<file path="src/rtl/instr_prefetch_unit_if.sv">
// ---------------------------------------------------------------------------
// instr_prefetch_unit_if
//   Bundles the program-memory read bus, the PM_* instruction handshake toward
//   the control unit, and the redirect request from the control unit.
//
//   master : the prefetch unit (drives mem_req/mem_addr and PM_data/PM_pc/PM_valid)
//   slave  : memory + control unit side (drives read data, PM_ready, redirect)
//
//   Signals
//     mem_req     prefetch -> memory   read request this cycle
//     mem_addr    prefetch -> memory   read address, valid with mem_req
//     mem_rdata   memory   -> prefetch read data, valid with mem_rvalid
//     mem_rvalid  memory   -> prefetch in-order response strobe
//     PM_data     prefetch -> control  head-of-queue instruction
//     PM_pc       prefetch -> control  address of PM_data
//     PM_valid    prefetch -> control  PM_data/PM_pc valid
//     PM_ready    control  -> prefetch head consumed when PM_valid && PM_ready
//     redirect    control  -> prefetch one-cycle PC discontinuity pulse
//     redirect_pc control  -> prefetch new fetch address, sampled with redirect
// ---------------------------------------------------------------------------
interface instr_prefetch_unit_if #(
  parameter int PC_WIDTH    = 8,
  parameter int INSTR_WIDTH = 16
) ();
  logic                   mem_req;
  logic [PC_WIDTH-1:0]    mem_addr;
  logic [INSTR_WIDTH-1:0] mem_rdata;
  logic                   mem_rvalid;
  logic [INSTR_WIDTH-1:0] PM_data;
  logic [PC_WIDTH-1:0]    PM_pc;
  logic                   PM_valid;
  logic                   PM_ready;
  logic                   redirect;
  logic [PC_WIDTH-1:0]    redirect_pc;

  modport master (
    output mem_req, mem_addr, PM_data, PM_pc, PM_valid,
    input  mem_rdata, mem_rvalid, PM_ready, redirect, redirect_pc
  );

  modport slave (
    input  mem_req, mem_addr, PM_data, PM_pc, PM_valid,
    output mem_rdata, mem_rvalid, PM_ready, redirect, redirect_pc
  );
endinterface

</file>
<file path="src/rtl/instr_prefetch_unit.sv">
// ---------------------------------------------------------------------------
// instr_prefetch_unit
//   Fetch stage in front of the control unit. Issues program-memory reads
//   ahead of execution under a credit scheme (queue occupancy + reads in
//   flight never exceeds DEPTH), tags each in-order response with its PC,
//   buffers it in a small FIFO and presents the head as PM_data/PM_pc with a
//   valid/ready handshake. A redirect pulse clears the queue, restarts
//   fetching at redirect_pc and drops every response still owed for the old
//   stream.
//
//   Ports
//     clock        rising-edge system clock
//     reset        asynchronous active-low reset
//     bus          instr_prefetch_unit_if.master (memory bus, PM handshake,
//                  redirect)
//     stat_flush   (PREFETCH_STATS_EN only) saturating count of redirects
//     stat_drop    (PREFETCH_STATS_EN only) saturating count of dropped responses
//     stat_stall   (PREFETCH_STATS_EN only) saturating count of cycles in FULL
//
//   Optional feature macro: PREFETCH_STATS_EN
// ---------------------------------------------------------------------------
module instr_prefetch_unit #(
  parameter int PC_WIDTH    = 8,
  parameter int INSTR_WIDTH = 16,
  parameter int DEPTH       = 4
) (
  input  logic                    clock,
  input  logic                    reset,
  instr_prefetch_unit_if.master   bus
`ifdef PREFETCH_STATS_EN
  ,
  output logic [15:0]             stat_flush,
  output logic [15:0]             stat_drop,
  output logic [15:0]             stat_stall
`endif
);

  localparam int AW = $clog2(DEPTH);
  localparam int CW = AW + 1;  // one extra bit distinguishes full from empty

  typedef enum logic [1:0] {FETCH, FULL, FLUSH} state_e;

  typedef struct packed {
    logic [PC_WIDTH-1:0]    pc;
    logic [INSTR_WIDTH-1:0] data;
  } entry_t;

  entry_t                q_mem [DEPTH];
  entry_t                head;
  state_e                state_q, state_d;
  logic [CW-1:0]         wr_ptr_q, wr_ptr_d, rd_ptr_q, rd_ptr_d;
  logic [CW-1:0]         inflight_q, inflight_d, discard_q, discard_d;
  logic [CW-1:0]         occ, occ_d;
  logic [PC_WIDTH-1:0]   fetch_pc_q, fetch_pc_d;
  logic [PC_WIDTH-1:0]   rsp_pc_q, rsp_pc_d;  // PC owed to the next kept response
  logic                  issue, push, pop, drop;

  assign occ  = wr_ptr_q - rd_ptr_q;
  assign head = q_mem[rd_ptr_q[AW-1:0]];

  // reset gates the request combinationally so it drops the instant reset is
  // asserted; redirect gates it so no read of the stale stream is launched.
  assign issue = reset && !bus.redirect && (state_q != FULL) &&
                 ((occ + inflight_q) < CW'(DEPTH));

  // A response is stale while discards are owed, or if it lands on a redirect.
  assign drop = bus.mem_rvalid && (bus.redirect || (discard_q != '0));
  assign push = bus.mem_rvalid && !drop;
  assign pop  = bus.PM_valid && bus.PM_ready && !bus.redirect;

  assign bus.mem_req  = issue;
  assign bus.mem_addr = fetch_pc_q;
  assign bus.PM_valid = (occ != '0);
  // Zero when empty so the outputs have a defined value without resetting
  // the storage array.
  assign bus.PM_data  = bus.PM_valid ? head.data : '0;
  assign bus.PM_pc    = bus.PM_valid ? head.pc   : '0;

  always_comb begin
    // NOTE: every signal gets a default first so no path leaves it unassigned,
    // which would otherwise infer a latch.
    wr_ptr_d   = wr_ptr_q + CW'(push);
    rd_ptr_d   = rd_ptr_q + CW'(pop);
    inflight_d = inflight_q + CW'(issue) - CW'(bus.mem_rvalid);
    discard_d  = discard_q - CW'(drop);
    fetch_pc_d = fetch_pc_q + PC_WIDTH'(issue);
    rsp_pc_d   = rsp_pc_q + PC_WIDTH'(push);
    state_d    = state_q;

    if (bus.redirect) begin
      wr_ptr_d   = '0;
      rd_ptr_d   = '0;
      // Everything still outstanding after this cycle's response is stale.
      discard_d  = inflight_q - CW'(bus.mem_rvalid);
      fetch_pc_d = bus.redirect_pc;
      rsp_pc_d   = bus.redirect_pc;
    end

    occ_d = wr_ptr_d - rd_ptr_d;

    if (discard_d != '0)                         state_d = FLUSH;
    else if ((occ_d + inflight_d) == CW'(DEPTH)) state_d = FULL;
    else                                         state_d = FETCH;
  end

  // NOTE: state registers use non-blocking assignments so every flop samples
  // the pre-edge values regardless of block ordering.
  always_ff @(posedge clock or negedge reset) begin
    if (!reset) begin
      state_q    <= FETCH;
      wr_ptr_q   <= '0;
      rd_ptr_q   <= '0;
      inflight_q <= '0;
      discard_q  <= '0;
      fetch_pc_q <= '0;
      rsp_pc_q   <= '0;
    end else begin
      state_q    <= state_d;
      wr_ptr_q   <= wr_ptr_d;
      rd_ptr_q   <= rd_ptr_d;
      inflight_q <= inflight_d;
      discard_q  <= discard_d;
      fetch_pc_q <= fetch_pc_d;
      rsp_pc_q   <= rsp_pc_d;
    end
  end

  // NOTE: the queue storage has no reset; the pointers alone decide which
  // entries are live, so clearing the array would only cost flops.
  always_ff @(posedge clock) begin
    if (push) q_mem[wr_ptr_q[AW-1:0]] <= '{pc: rsp_pc_q, data: bus.mem_rdata};
  end

`ifdef PREFETCH_STATS_EN
  logic [15:0] stat_flush_q, stat_drop_q, stat_stall_q;

  always_ff @(posedge clock or negedge reset) begin
    if (!reset) begin
      stat_flush_q <= '0;
      stat_drop_q  <= '0;
      stat_stall_q <= '0;
    end else begin
      if (bus.redirect && (stat_flush_q != 16'hFFFF)) stat_flush_q <= stat_flush_q + 16'd1;
      if (drop && (stat_drop_q != 16'hFFFF))          stat_drop_q  <= stat_drop_q + 16'd1;
      if ((state_q == FULL) && (stat_stall_q != 16'hFFFF))
        stat_stall_q <= stat_stall_q + 16'd1;
    end
  end

  assign stat_flush = stat_flush_q;
  assign stat_drop  = stat_drop_q;
  assign stat_stall = stat_stall_q;
`endif

endmodule

</file>
<file path="src/flat_wrapper.sv">
// flat-port wrapper written by rule: the top's interface ports become plain ports
module instr_prefetch_unit_flat 
#(
  parameter int PC_WIDTH    = 8,
  parameter int INSTR_WIDTH = 16,
  parameter int DEPTH       = 4
)
  (clock, reset, bus_mem_req, bus_mem_addr, bus_PM_data, bus_PM_pc, bus_PM_valid, bus_mem_rdata, bus_mem_rvalid, bus_PM_ready, bus_redirect, bus_redirect_pc);
  instr_prefetch_unit_if #(.PC_WIDTH(PC_WIDTH), .INSTR_WIDTH(INSTR_WIDTH)) bus_i ();
  input  logic clock;
  input  logic reset;
  output wire logic [$bits(bus_i.mem_req)-1:0] bus_mem_req;
  output wire logic [$bits(bus_i.mem_addr)-1:0] bus_mem_addr;
  output wire logic [$bits(bus_i.PM_data)-1:0] bus_PM_data;
  output wire logic [$bits(bus_i.PM_pc)-1:0] bus_PM_pc;
  output wire logic [$bits(bus_i.PM_valid)-1:0] bus_PM_valid;
  input wire logic [$bits(bus_i.mem_rdata)-1:0] bus_mem_rdata;
  input wire logic [$bits(bus_i.mem_rvalid)-1:0] bus_mem_rvalid;
  input wire logic [$bits(bus_i.PM_ready)-1:0] bus_PM_ready;
  input wire logic [$bits(bus_i.redirect)-1:0] bus_redirect;
  input wire logic [$bits(bus_i.redirect_pc)-1:0] bus_redirect_pc;
  assign bus_mem_req = bus_i.mem_req;
  assign bus_mem_addr = bus_i.mem_addr;
  assign bus_PM_data = bus_i.PM_data;
  assign bus_PM_pc = bus_i.PM_pc;
  assign bus_PM_valid = bus_i.PM_valid;
  assign bus_i.mem_rdata = bus_mem_rdata;
  assign bus_i.mem_rvalid = bus_mem_rvalid;
  assign bus_i.PM_ready = bus_PM_ready;
  assign bus_i.redirect = bus_redirect;
  assign bus_i.redirect_pc = bus_redirect_pc;
  instr_prefetch_unit #(.PC_WIDTH(PC_WIDTH), .INSTR_WIDTH(INSTR_WIDTH), .DEPTH(DEPTH)) u_core (.clock(clock), .reset(reset), .bus(bus_i));
endmodule
</file>
<file path="config.mk">
export PLATFORM = sky130hd
export DESIGN_NAME = instr_prefetch_unit_flat
export DESIGN_NICKNAME = d
export VERILOG_FILES = /design/src/rtl/instr_prefetch_unit_if.sv /design/src/rtl/instr_prefetch_unit.sv /design/src/flat_wrapper.sv
export SDC_FILE = /design/constraint.sdc
export NUM_CORES = 1
export LEC_CHECK = 0
export ABC_CLOCK_PERIOD_IN_PS = 6800
export BUFFER_PORTS_ARGS = -buffer_cell sky130_fd_sc_hd__buf_2
export CAP_MARGIN = 20
export CORE_MARGIN = 2
export CORE_UTILIZATION = 58
export DETAILED_ROUTE_END_ITERATION = 8
export PLACE_DENSITY_LB_ADDON = 0.2
export SLEW_MARGIN = 20
export SYNTH_ARGS = -nofsm -noshare
export SYNTH_HDL_FRONTEND = slang
export SYNTH_SLANG_ARGS = --single-unit
</file>
<file path="constraint.sdc">
create_clock -name clock -period 6.8 [get_ports clock]
set_input_delay 1.36 -clock clock [delete_from_list [all_inputs] [get_ports clock]]
set_output_delay 1.36 -clock clock [all_outputs]
set_load 0.02 [all_outputs]
</file>
==> results.yml <==
outcome:
  status: "complete, no violations"
routing:
  vias: 2814
  vias_per_cell: 5.45
  wl_met1_um: 3980
  routed_wl_um: 9160
  drc_errors: 0
  dr.pass1.iters: 4
  highest_layer: "met4"
  drt_iter0_markers: 187
  wire_per_inst_um: 17.7
  met3_wirelength_um: 439
  wl_met2_um: 4660
  postRouteAntennaNets: 0
critical_path:
  cp_max_fo: 5
  required_ps: 7200
  rrSetupSlack_ps: 1620
  worstReg2RegEnd: "u_core.state_q[0]"
  crit_type: "reg -> reg"
  critPathMaxStageDelay_ps: 560
  rr_worst_depth: 18
  arrival_ps: 5580
  worstPathCellList: "inv_1 -> ha_1 -> inv_1 -> fa_1 -> ha_1 -> a31oi_1 -> xnor2_1 -> nand4b_1 -> ha_1 -> inv_1 -> ha_1 -> fa_1 -> fa_1 -> fa_1 -> xor2_4 -> xnor2_1 -> or3_1 -> a2111oi_2"
  crit_path_end_kind: "flop"
  reg2reg_from: "u_core.wr_ptr_q[0]"
  cp_slowest_cell: "fa_1"
  start_kind: "flop"
logic_synthesis:
  synth.most_common_cell: "edfxtp_1"
  synth_compound_area_frac: 0.00944
  synth_mux_area_frac: 0.126
  synth_edf_count: 96
  synth_nets: 367
  synth-simple-area-share: 0.0714
  synth_area_per_cell_um2: 17.2
  ys_top_cells_by_area: "edfxtp_1, dfrtp_1, mux4_2, ha_1, nor2b_1"
  synth_top_family_by_area: "multiplexers"
  synth_area_um2: 5430
  synth-main-ff-cell: "edfxtp_1"
  synthAdderAreaFrac: 0.0562
  synth-xor-area-share: 0.0458
  synth_common_cells: "edfxtp_1, dfrtp_1, nor2b_1"
  ys_seq_area_frac: 0.669
  syn_inst: 316
  yosysTopAreaCell: "edfxtp_1"
  async_flop_share: 0.238
  ys.warnings.count: 0
  yosysUniqueCellTypes: 34
  synth_top_cell_area_share: 0.531
  ys_ff_latch: 126
placed_design:
  place_ws_ps: 1600
  place_congestion: 0.784
  hpwl_um: 5340
  io_buffers: 62
min_path:
  whs_path_depth: 0
  min_from: "u_core.rsp_pc_q[7]"
  hold_class: "reg -> reg"
  whs_endpoint: "u_core.q_mem[0][23]"
clocking:
  cts_setup_buffers: 0
  cts.path.max_buffers: 2
  cts_resized: 0
  clock_sinks: 126
  htreeDepth: 4
  holdBufCountCts: 0
  clkLatencyLatePin_ps: 510
  clockRootBuffer: "clkbuf_8"
  clkTransAtPathRegs_ps: 60
  cts_tree: "built"
  numCtsBuffers: 17
floorplanning:
  die-area_um2: 10200
  core_um2: 9150
  die_h_um: 101
  initial_utilization: 0.594
  ios: 63
  fp.dieW_um: 101
  num_rows: 35
finish:
  area_growth_pct: 20.4
  num_antenna_cells: 0
  nets: 444
  n_fill_cell: 576
  drive_gt1_frac: 0.348
timing:
  clock_skew_ps: 9.52
  hold_violations: 0
  setup_viol: 0
  finalSetupTns_ps: 0
  slew_headroom: 0.550
  finalCritPeriodShare: 0.762
  worst_pin_slew_ps: 675
  whs_ps: 550
  finalCriticalPeriod_ps: 5180
  drv_slew: 0
  setup_slack_ps: 1620
  max_freq_mhz: 193
  rsz0062_at_grt: "no"
global_routing:
  grt_pass1_wl_um: 14700
  overflow: 0
  grt_pass1_vias: 2920
  antenna_found_initial: 0
  grt_use_total: 0.200
  grt_max_degree: 37
power:
  peakVddDrop_uv: 295
  p_leak_uw: 0.00258
  power.density_nw_per_um2: 363
  finalPower_uw: 2370
run:
  cap_violations: 0
[layout by cell type, fill, tap and decap left out, types with 8 or more instances in the layout]
master and count:
xnor2_1 12, buf_2 62, nor2_1 9, nor2b_1 28
dfrtp_1 29, xor2_1 8, buf_4 8, inv_1 19
clkbuf_16 16, mux2_2 9, edfxtp_1 96, ha_1 18
mux4_2 24
[registers in the layout (all words and copies together) (netlist names)]
name                 cells
u_core.state_q           2
u_core.q_mem            96
u_core.bus.mem_addr      8
u_core.rsp_pc_q          8
u_core.inflight_q        3
u_core.rd_ptr_q          3
u_core.wr_ptr_q          3
u_core.discard_q         3
[cell type report]
type,count,area (um2),area share
clock inverters,13,214,0.0327
clock buffers,18,418,0.0639
multi-input cells,158,1690,0.258
flip-flops and latches,126,3630,0.556
inverters,20,75.1,0.0115
well taps,111,139,0.0212
repair buffers,70,370,0.0566
[logic make-up after synthesis]
kind of cell | after synthesis
compound gates | 8
simple gates | 68
xor+xnor | 23
fa+ha+maj | 22
flops | 126
buf+inv | 32
mux | 37
[stage by stage]
| step | area [um2] | utilization | instances |
|---|---|---|---|
| 2_1_floorplan | 5430 | - | 316 |
| 3_3_place_gp | 5910 | 0.646 | 485 |
| 3_5_place_dp | 5910 | 0.646 | 485 |
| 4_1_cts | 6540 | 0.715 | 516 |
| 5_1_grt | 6540 | 0.715 | 516 |
| 6_report | 6540 | 0.715 | 516 |
[worst max-delay path, delay by kind of cell, from the launching register on]
kind	cells	cell delay (ps)
AO/OA/AOI/OAI	2	550
XOR/XNOR	3	500
AND/OR/NAND/NOR	2	480
flip-flops	1	420
adder cells (fa/ha/maj)	8	2920
buffers and inverters	3	180
[layer usage]
layer  track usage  up-vias
met5             0        -
met4        0.0769        0
met3        0.0666        4
met2         0.317       79
met1         0.257     1405
li1              -     1326
[power breakdown]
group	internal (uW)	total (uW)	leakage [uW]	switching (uW)
combinational	222	493	0.00105	270
clock	633	962	0.000302	329
sequential	882	918	0.00123	35.4
total	1740	2370	0.00258	635
[how the worst max path moves through the flow]
stage,startpoint,to,slack (ps),depth (start not counted)
global route,u_core.wr_ptr_q[0],u_core.state_q[0],1340,18
finish,u_core.wr_ptr_q[0],u_core.state_q[0],1620,18
CTS,u_core.wr_ptr_q[0],u_core.state_q[0],1590,18
floorplan,u_core.rd_ptr_q[1],u_core.state_q[0],1470,18
global placement,bus_redirect,u_core.state_q[0],1680,12
detailed placement,bus_redirect,u_core.state_q[0],1600,12
(Power assumes the default switching activity.)
